--- config.mk ---
export PLATFORM = sky130hd
export DESIGN_NAME = dl_or_accum_flat
export DESIGN_NICKNAME = d
export VERILOG_FILES = /design/src/rtl/dl_or_accum_if.sv /design/src/rtl/dl_or_accum.sv /design/src/flat_wrapper.sv
export SDC_FILE = /design/constraint.sdc
export NUM_CORES = 1
export LEC_CHECK = 0
export CORE_MARGIN = 3
export CORE_UTILIZATION = 50
export DETAILED_ROUTE_END_ITERATION = 10
export GPL_TIMING_DRIVEN = 0
export MAX_ROUTING_LAYER = met4
export PLACE_DENSITY = 0.78
export SLEW_MARGIN = 30
export SYNTH_ARGS = -nofsm -noshare
export SYNTH_HDL_FRONTEND = slang
export SYNTH_SLANG_ARGS = --single-unit
export TNS_END_PERCENT = 5
--- constraint.sdc ---
create_clock -name clk -period 2.65 [get_ports clk]
set_clock_uncertainty 0.05 [all_clocks]
set_input_delay 0.265 -clock clk [delete_from_list [all_inputs] [get_ports clk]]
set_output_delay 0.265 -clock clk [all_outputs]
set_load 0.1 [all_outputs]
--- src/rtl/dl_or_accum_if.sv ---
// Stream bundle for the OR-accumulator: beat input channel and result output channel.
// The slave modport is the accumulator's view; master is the producer/consumer side.
interface dl_or_accum_if #(
    parameter int NUM_BITS  = 8,
    parameter int MAX_BEATS = 16
);
    localparam int CNT_W = $clog2(MAX_BEATS + 1);

    logic                in_valid;
    logic                in_ready;
    logic [NUM_BITS-1:0] in_data;
    logic                in_last;
    logic                out_valid;
    logic                out_ready;
    logic [NUM_BITS-1:0] out_data;
    logic [CNT_W-1:0]    out_beats;
    logic                out_trunc;

    modport slave (
        input  in_valid, in_data, in_last, out_ready,
        output in_ready, out_valid, out_data, out_beats, out_trunc
    );

    modport master (
        output in_valid, in_data, in_last, out_ready,
        input  in_ready, out_valid, out_data, out_beats, out_trunc
    );
endinterface

--- src/rtl/dl_or_accum.sv ---
// Streaming OR-accumulator: ORs all beats of a packet into one registered result beat
// carrying the OR word, the beat count and a flag for packets cut off at MAX_BEATS.
module dl_or_accum #(
    parameter int NUM_BITS  = 8,
    parameter int MAX_BEATS = 16
) (
    input  logic             clk,
    input  logic             rst,
    dl_or_accum_if.slave     bus
);
    localparam int CNT_W = $clog2(MAX_BEATS + 1);

    logic [NUM_BITS-1:0] acc;
    logic [CNT_W-1:0]    cnt;
    logic [CNT_W-1:0]    cnt_inc;
    logic [NUM_BITS-1:0] acc_or;
    logic [NUM_BITS-1:0] res_data;
    logic [CNT_W-1:0]    res_beats;
    logic                res_trunc;
    logic                res_valid;
    logic                ready;
    logic                accept;
    logic                terminate;

    // Input stalls only while a result is waiting on a stalled downstream.
    assign ready     = ~res_valid | bus.out_ready;
    assign accept    = bus.in_valid & ready;
    assign cnt_inc   = cnt + CNT_W'(1);
    assign acc_or    = acc | bus.in_data;
    assign terminate = accept & (bus.in_last | (cnt_inc == CNT_W'(MAX_BEATS)));

    always_ff @(posedge clk or posedge rst) begin
        if (rst) begin
            acc       <= '0;
            cnt       <= '0;
            res_data  <= '0;
            res_beats <= '0;
            res_trunc <= 1'b0;
            res_valid <= 1'b0;
        end else begin
            if (terminate) begin
                res_data  <= acc_or;
                res_beats <= cnt_inc;
                res_trunc <= ~bus.in_last;
                res_valid <= 1'b1;
                acc       <= '0;
                cnt       <= '0;
            end else begin
                if (accept) begin
                    acc <= acc_or;
                    cnt <= cnt_inc;
                end
                if (res_valid && bus.out_ready) begin
                    res_valid <= 1'b0;
                end
            end
        end
    end

    assign bus.in_ready  = ready;
    assign bus.out_valid = res_valid;
    assign bus.out_data  = res_data;
    assign bus.out_beats = res_beats;
    assign bus.out_trunc = res_trunc;
endmodule
--- src/flat_wrapper.sv ---
// flat-port wrapper written by rule: the top's interface ports become plain ports
module dl_or_accum_flat 
#(
    parameter int NUM_BITS  = 8,
    parameter int MAX_BEATS = 16
)
  (clk, rst, bus_in_valid, bus_in_data, bus_in_last, bus_out_ready, bus_in_ready, bus_out_valid, bus_out_data, bus_out_beats, bus_out_trunc);
  dl_or_accum_if #(.NUM_BITS(NUM_BITS), .MAX_BEATS(MAX_BEATS)) bus_i ();
  input  logic clk;
  input  logic rst;
  input wire logic [$bits(bus_i.in_valid)-1:0] bus_in_valid;
  input wire logic [$bits(bus_i.in_data)-1:0] bus_in_data;
  input wire logic [$bits(bus_i.in_last)-1:0] bus_in_last;
  input wire logic [$bits(bus_i.out_ready)-1:0] bus_out_ready;
  output wire logic [$bits(bus_i.in_ready)-1:0] bus_in_ready;
  output wire logic [$bits(bus_i.out_valid)-1:0] bus_out_valid;
  output wire logic [$bits(bus_i.out_data)-1:0] bus_out_data;
  output wire logic [$bits(bus_i.out_beats)-1:0] bus_out_beats;
  output wire logic [$bits(bus_i.out_trunc)-1:0] bus_out_trunc;
  assign bus_i.in_valid = bus_in_valid;
  assign bus_i.in_data = bus_in_data;
  assign bus_i.in_last = bus_in_last;
  assign bus_i.out_ready = bus_out_ready;
  assign bus_in_ready = bus_i.in_ready;
  assign bus_out_valid = bus_i.out_valid;
  assign bus_out_data = bus_i.out_data;
  assign bus_out_beats = bus_i.out_beats;
  assign bus_out_trunc = bus_i.out_trunc;
  dl_or_accum #(.NUM_BITS(NUM_BITS), .MAX_BEATS(MAX_BEATS)) u_core (.clk(clk), .rst(rst), .bus(bus_i));
endmodule
==> results of run 1 <==
==> synthesized netlist by cell type, drive strengths merged, types with 3 or more instances <==
cell	number	area share, %
buf	8	4.2
inv	12	3.2
nand2	9	2.4
xnor2	3	2.4
nand3	4	2.3
nor3	8	2.8
a32oi	11	11
nor2	3	0.79
a21oi	18	6.4
dfrtp	28	49
o31ai	3	2.6
o21ai	4	1.4
==> cells by family after synthesis <==
kind of cell / count (synthesis) / synth area share [%]
AO/OA/AOI/OAI: 44 / 25.9
XOR/XNOR: 3 / 2.39
adder cells (fa/ha/maj): 2 / 1.77
buffers and inverters: 22 / 7.86
flip-flops: 28 / 49.5
AND/OR/NAND/NOR: 32 / 12.6
==> area by class of cell <==
class / count / area share [%]
buffer: 10 / 3.74
clock buffer: 4 / 2.05
inverter: 12 / 2.54
multi-input combinational: 81 / 34.2
sequential: 28 / 39.6
tap: 30 / 2.12
timing repair buffer: 28 / 15.8
==> worst reg2reg max path, stage by stage (launching register included) <==
cell	delay (ns)
dfrtp_1	0.49
ha_1	0.25
buf_6	0.14
or3_1	0.36
o31ai_1	0.08
a31o_2	0.30
buf_2	0.28
a21oi_1	0.12
==> metal layers <==
metal / track usage, % / vias up / wire length, um
met1: 25.9 / 549 / 1330
li1: - / 539 / -
met3: 2.18 / 2 / 179
met4: 5.83 / 0 / 12
met5: - / - / 0
met2: 33.4 / 24 / 1590
==> through the flow <==
stage	area, um2	cells	total power, mW	utilization (%)
after global routing	1770	193	1.33	68.5
after CTS	1770	193	1.28	68.5
after global placement	1740	189	1.06	67.1
final	1770	193	1.27	68.5
after floorplan	1420	131	0.938	-
after detailed placement	1740	189	1.08	67.1
==> sequential cells by signal, summed over array words and instances, names as in the netlist <==
name and flops:
u_core.bus.out_trunc 1, u_core.bus.out_data 8, u_core.bus.out_valid 1, u_core.bus.out_beats 5, u_core.cnt 5, u_core.acc 8
==> worst max path at each step <==
stage	start	end	slack (ns)	depth (start not counted)
2_1_floorplan	u_core.bus.out_valid$_DFFE_PP0P_	u_core.bus.out_beats[3]$_DFFE_PP0P_	0.31	5
3_3_place_gp	bus_out_ready	bus_in_ready	0.35	3
3_5_place_dp	bus_out_ready	bus_in_ready	0.35	3
4_1_cts	u_core.bus.out_valid$_DFFE_PP0P_	bus_in_ready	0.33	2
5_1_grt	u_core.bus.out_valid$_DFFE_PP0P_	bus_in_ready	0.27	2
6_report	bus_out_ready	bus_in_ready	0.34	3
==> where the power goes <==
part | internal (mW) | switching, mW
Combinational | 0.150 | 0.391
Sequential | 0.488 | 0.0395
Clock | 0.0840 | 0.120
Total | 0.722 | 0.550
==> results.tsv, run 1 <==
stage	metric	value	unit
clock_tree	H-tree depth	1	
global_route	antenna violations before repair	0	
pwr	P_leak	0.764	nW
timing	Final WS setup	0.338	ns
synthesis	FFs w/ async S/R, synth	100	%
detailed_routing	final wirelength	3.11	mm
critical_path	R2R Path Start	u_core.cnt[0]$_DFFE_PP0P_	
critical_path	Largest delay share family, worst path	buffers and inverters	
critical_path	Reg2Reg Capture Point	u_core.acc[5]$_DFFE_PP0P_	
synthesis	register area share after synthesis	49.5	%
clock_tree	total clock sinks	28	
pwr	Max VDD drop	0.556	mV
job	max cap viols	0	
global_route	largest net degree at the start of global routing	29	
pwr	Power Density	717	mW/mm2
critical_path	CP Buf/Inv Count	2	
global_route	GR Util All Layers	20.1	%
synthesis	Cells after Synth	131	
clock_tree	CTS tree	built	
detailed_routing	number of nets still failing antenna checks after routing	0	
critical_path	maximum fanout along the worst path	5	
finish	filler cell count	207	
timing	max_slew headroom	35.1	%
timing	setup TNS	0	ns
critical_path	crit-path max cell delay	1.14	ns
finish	antenna cell count	0	
placement	Place WS	0.346	ns
critical_path	Reg2Reg Setup Slack	0.47	ns
detailed_routing	Via-to-Cell Ratio	5.77	
clock_tree	clk buf depth	2	
timing	RSZ-0062 raised after global routing	no	
clock_tree	Gates resized, CTS repair	0	
clock_tree	total CTS buffers	3	
finish	most frequent cells in the layout	clkdlybuf4s50_1, dfrtp_1, a21oi_1	
clock_tree	Clock Latency Late Sink	0.32	ns
detailed_routing	initial DRC count	27	
synthesis	Mean Syn Cell Area	10.8	um2
critical_path	WS Path Type	input port to output pin	
clock_tree	Reg clk slew, reported paths	0.15	ns
timing	Worst Tran Pin Value	0.970	ns
timing	Max Fclk	0.433	GHz
timing	Min Hold Slack	0.242	ns
clock_tree	CTS Hold Buffers Added	0	
detailed_routing	via count	1114	
detailed_routing	Pre-antenna DRT Iters	4	
worst_hold_path	Min-Delay Path Class	input port to async pin	
die	die span in y	59.2	um
timing	final hold viol count	0	
finish	post-synthesis to final-layout area growth	25.3	%
die	Rows	18	
critical_path	most frequent CP cell	clkdlybuf4s50_1	
die	I/O pins	29	
status	status	completed	
timing	Final min period	2.31	ns
critical_path	Worst path slowest cell	clkdlybuf4s50_1	
finish	final net count	179	
synthesis	Synth Net Count	146	
detailed_routing	DR DRC count	0	
placement	Final GP Congestion	0.769	
critical_path	arrival time at the worst endpoint	2.00	ns
timing	final setup fails	0	
clock_tree	Clock Tree Root	clkbuf_4	
die	Die ar.	0.00351	mm2
timing	period utilization	87.2	%
finish	share of cells above drive strength 1	16.0	%
detailed_routing	WL/cell	16.1	um
critical_path	cell count of the worst reg-to-reg path	7	
placement	IO buf count	28	
synthesis	EDFF count, synth	0	
finish	commonest non-fill, non-tap cell in the layout	clkdlybuf4s50_1	
finish	area of the multi-input gates	607	um2
synthesis	Netlist cell types	34	
critical_path	Critical Path Sink Type	output pin	
synthesis	area of the mapped netlist	0.00142	mm2
critical_path	Critical Path Source Type	input port	
placement	Final HPWL DP	2.22	mm
clock_tree	post-CTS setup buffer count	0	
global_route	Overflow after GRT	0	
critical_path	CP Data Required Time	2.34	ns
synthesis	Synth Flop Type	dfrtp_1	
synthesis	Synth Register Bits	28	
critical_path	crit path cell chain	clkdlybuf4s50_1, nand2b_2, clkdlybuf4s50_1	
synthesis	Synth warnings	0	
global_route	vias in the first global route	1136	
die	starting utilization of the core area	54.7	%
die	Die Width	59.2	um
finish	sequential cell area	702	um2
die	CORE AREA	0.00259	mm2
global_route	first-pass GRT wire length	5.21	mm
timing	Pins Over Slew Limit	0	
Power figures use the tool's default switching activity.
==> run 2, diff against run 1 <==
- GPL_TIMING_DRIVEN: 0 -> 1
==> results.tsv, run 2 (synthesized netlist as in run 1, its figures left out) <==
stage	metric	value	unit
status	status	completed	
clock_tree	Clock Latency Late Sink	0.33	ns
placement	Final GP Congestion	0.836	
timing	RSZ-0062 raised after global routing	no	
clock_tree	Reg clk slew, reported paths	0.15	ns
placement	Final HPWL DP	2.10	mm
finish	most frequent cells in the layout	dfrtp_1, buf_4, a21oi_1	
clock_tree	Gates resized, CTS repair	0	
die	CORE AREA	0.00259	mm2
finish	final net count	172	
finish	antenna cell count	0	
worst_hold_path	Min-Delay Path Class	input port to async pin	
die	Rows	18	
die	die span in y	59.2	um
detailed_routing	DR DRC count	0	
critical_path	crit path cell chain	ha_1, nand3_1, xnor2_2, a31o_2, a32oi_1	
timing	setup TNS	0	ns
pwr	sw power	0.551	mW
pwr	Power, Total	1.26	mW
placement	placed cells	182	
detailed_routing	Pre-antenna DRT Iters	4	
global_route	largest net degree at the start of global routing	26	
placement	IO buf count	28	
pwr	switching share of power	43.9	%
die	Die Width	59.2	um
detailed_routing	via count	1076	
timing	Min Hold Slack	0.179	ns
critical_path	Critical Path Source Type	register	
timing	Final WS setup	0.410	ns
clock_tree	total CTS buffers	3	
finish	post-synthesis to final-layout area growth	19.3	%
timing	max_slew headroom	61.1	%
clock_tree	Clock Tree Root	clkbuf_4	
job	max cap viols	0	
pwr	P_leak	0.755	nW
critical_path	crit-path max cell delay	0.57	ns
finish	design area	0.00169	mm2
detailed_routing	final wirelength	2.89	mm
critical_path	CP Buf/Inv Count	0	
pwr	Power Density	743	mW/mm2
global_route	vias in the first global route	1071	
finish	commonest non-fill, non-tap cell in the layout	dfrtp_1	
detailed_routing	WL/cell	15.5	um
critical_path	Worst path slowest cell	a31o_2	
timing	Worst Tran Pin Value	0.583	ns
clock_tree	CTS tree	built	
critical_path	Critical Path Sink Type	register	
global_route	GR Util All Layers	18.2	%
timing	period utilization	84.5	%
global_route	antenna violations before repair	0	
detailed_routing	initial DRC count	36	
pwr	Clock Power Share	16.9	%
global_route	first-pass GRT wire length	4.75	mm
global_route	Overflow after GRT	0	
placement	Place WS	0.429	ns
clock_tree	clk buf depth	2	
pwr	Pint	0.704	mW
detailed_routing	number of nets still failing antenna checks after routing	0	
finish	Finished Layout Cells	186	
clock_tree	total clock sinks	28	
clock_tree	post-CTS setup buffer count	0	
timing	Max Fclk	0.446	GHz
finish	filler cell count	214	
finish	share of cells above drive strength 1	24.4	%
timing	final setup fails	0	
finish	Final Util	65.3	%
timing	Final min period	2.24	ns
detailed_routing	Via-to-Cell Ratio	5.78	
die	Die ar.	0.00351	mm2
critical_path	Largest delay share family, worst path	compound AO/OA/AOI/OAI gates	
clock_tree	CTS Hold Buffers Added	0	
pwr	Reg power frac	42.3	%
timing	Pins Over Slew Limit	0	
critical_path	WS Path Type	register to register	
die	I/O pins	29	
placement	cell area after placement	0.00165	mm2
timing	final hold viol count	0	
critical_path	CP Data Required Time	2.80	ns
critical_path	arrival time at the worst endpoint	2.39	ns
pwr	Combinational Power Share	40.8	%
pwr	Max VDD drop	0.651	mV
critical_path	maximum fanout along the worst path	25	
die	starting utilization of the core area	54.7	%
clock_tree	H-tree depth	1	
-- run 2: cell types whose count changed in the layout (fill, tap and decap cells not counted), sizes merged --
| cell | previous run | this run |
|---|---|---|
| clkdlybuf4s50 | 28 | 12 |
| buf | 8 | 19 |
| clkbuf | 6 | 4 |
-- run 2: final cells by class --
cell class / instances / area (um2) / area share (%)
sequential: 28 / 702 / 41.5
multi-input combinational: 81 / 607 / 35.9
timing repair buffer: 31 / 263 / 15.5
tap: 30 / 37.5 / 2.22
clock buffer: 4 / 36.3 / 2.15
inverter: 12 / 45.0 / 2.66
-- run 2: path summary, 6_finish.rpt --
kind	startpoint	end	slack [ns]	cells after the start
min	rst	u_core.bus.out_data[5]$_DFFE_PP0P_	0.18	2
min reg2reg	u_core.bus.out_beats[4]$_DFFE_PP0P_	u_core.bus.out_beats[4]$_DFFE_PP0P_	0.47	1
max reg2reg	u_core.cnt[0]$_DFFE_PP0P_	u_core.bus.out_beats[2]$_DFFE_PP0P_	0.41	5
min in group clk	u_core.bus.out_beats[4]$_DFFE_PP0P_	u_core.bus.out_beats[4]$_DFFE_PP0P_	0.47	1
max in group asynchronous	rst	u_core.bus.out_valid$_DFFE_PP0P_	1.76	3
max	u_core.cnt[0]$_DFFE_PP0P_	u_core.bus.out_beats[2]$_DFFE_PP0P_	0.41	5
-- run 2: metal layers --
layer | up-vias | wire length [um] | track usage (%)
met2 | 27 | 1400 | 28.5
met3 | 4 | 157 | 3.27
li1 | 523 | - | -
met1 | 522 | 1300 | 23.4
met4 | 0 | 24 | 6.80
met5 | - | 0 | -
-- run 2: power groups by stage --
stage	logic, mW	registers, mW	clock network [mW]
after floorplan	0.148	0.790	0
after global placement	0.509	0.535	0
after detailed placement	0.515	0.541	0
after CTS	0.516	0.532	0.221
after global routing	0.538	0.540	0.233
final	0.512	0.532	0.212
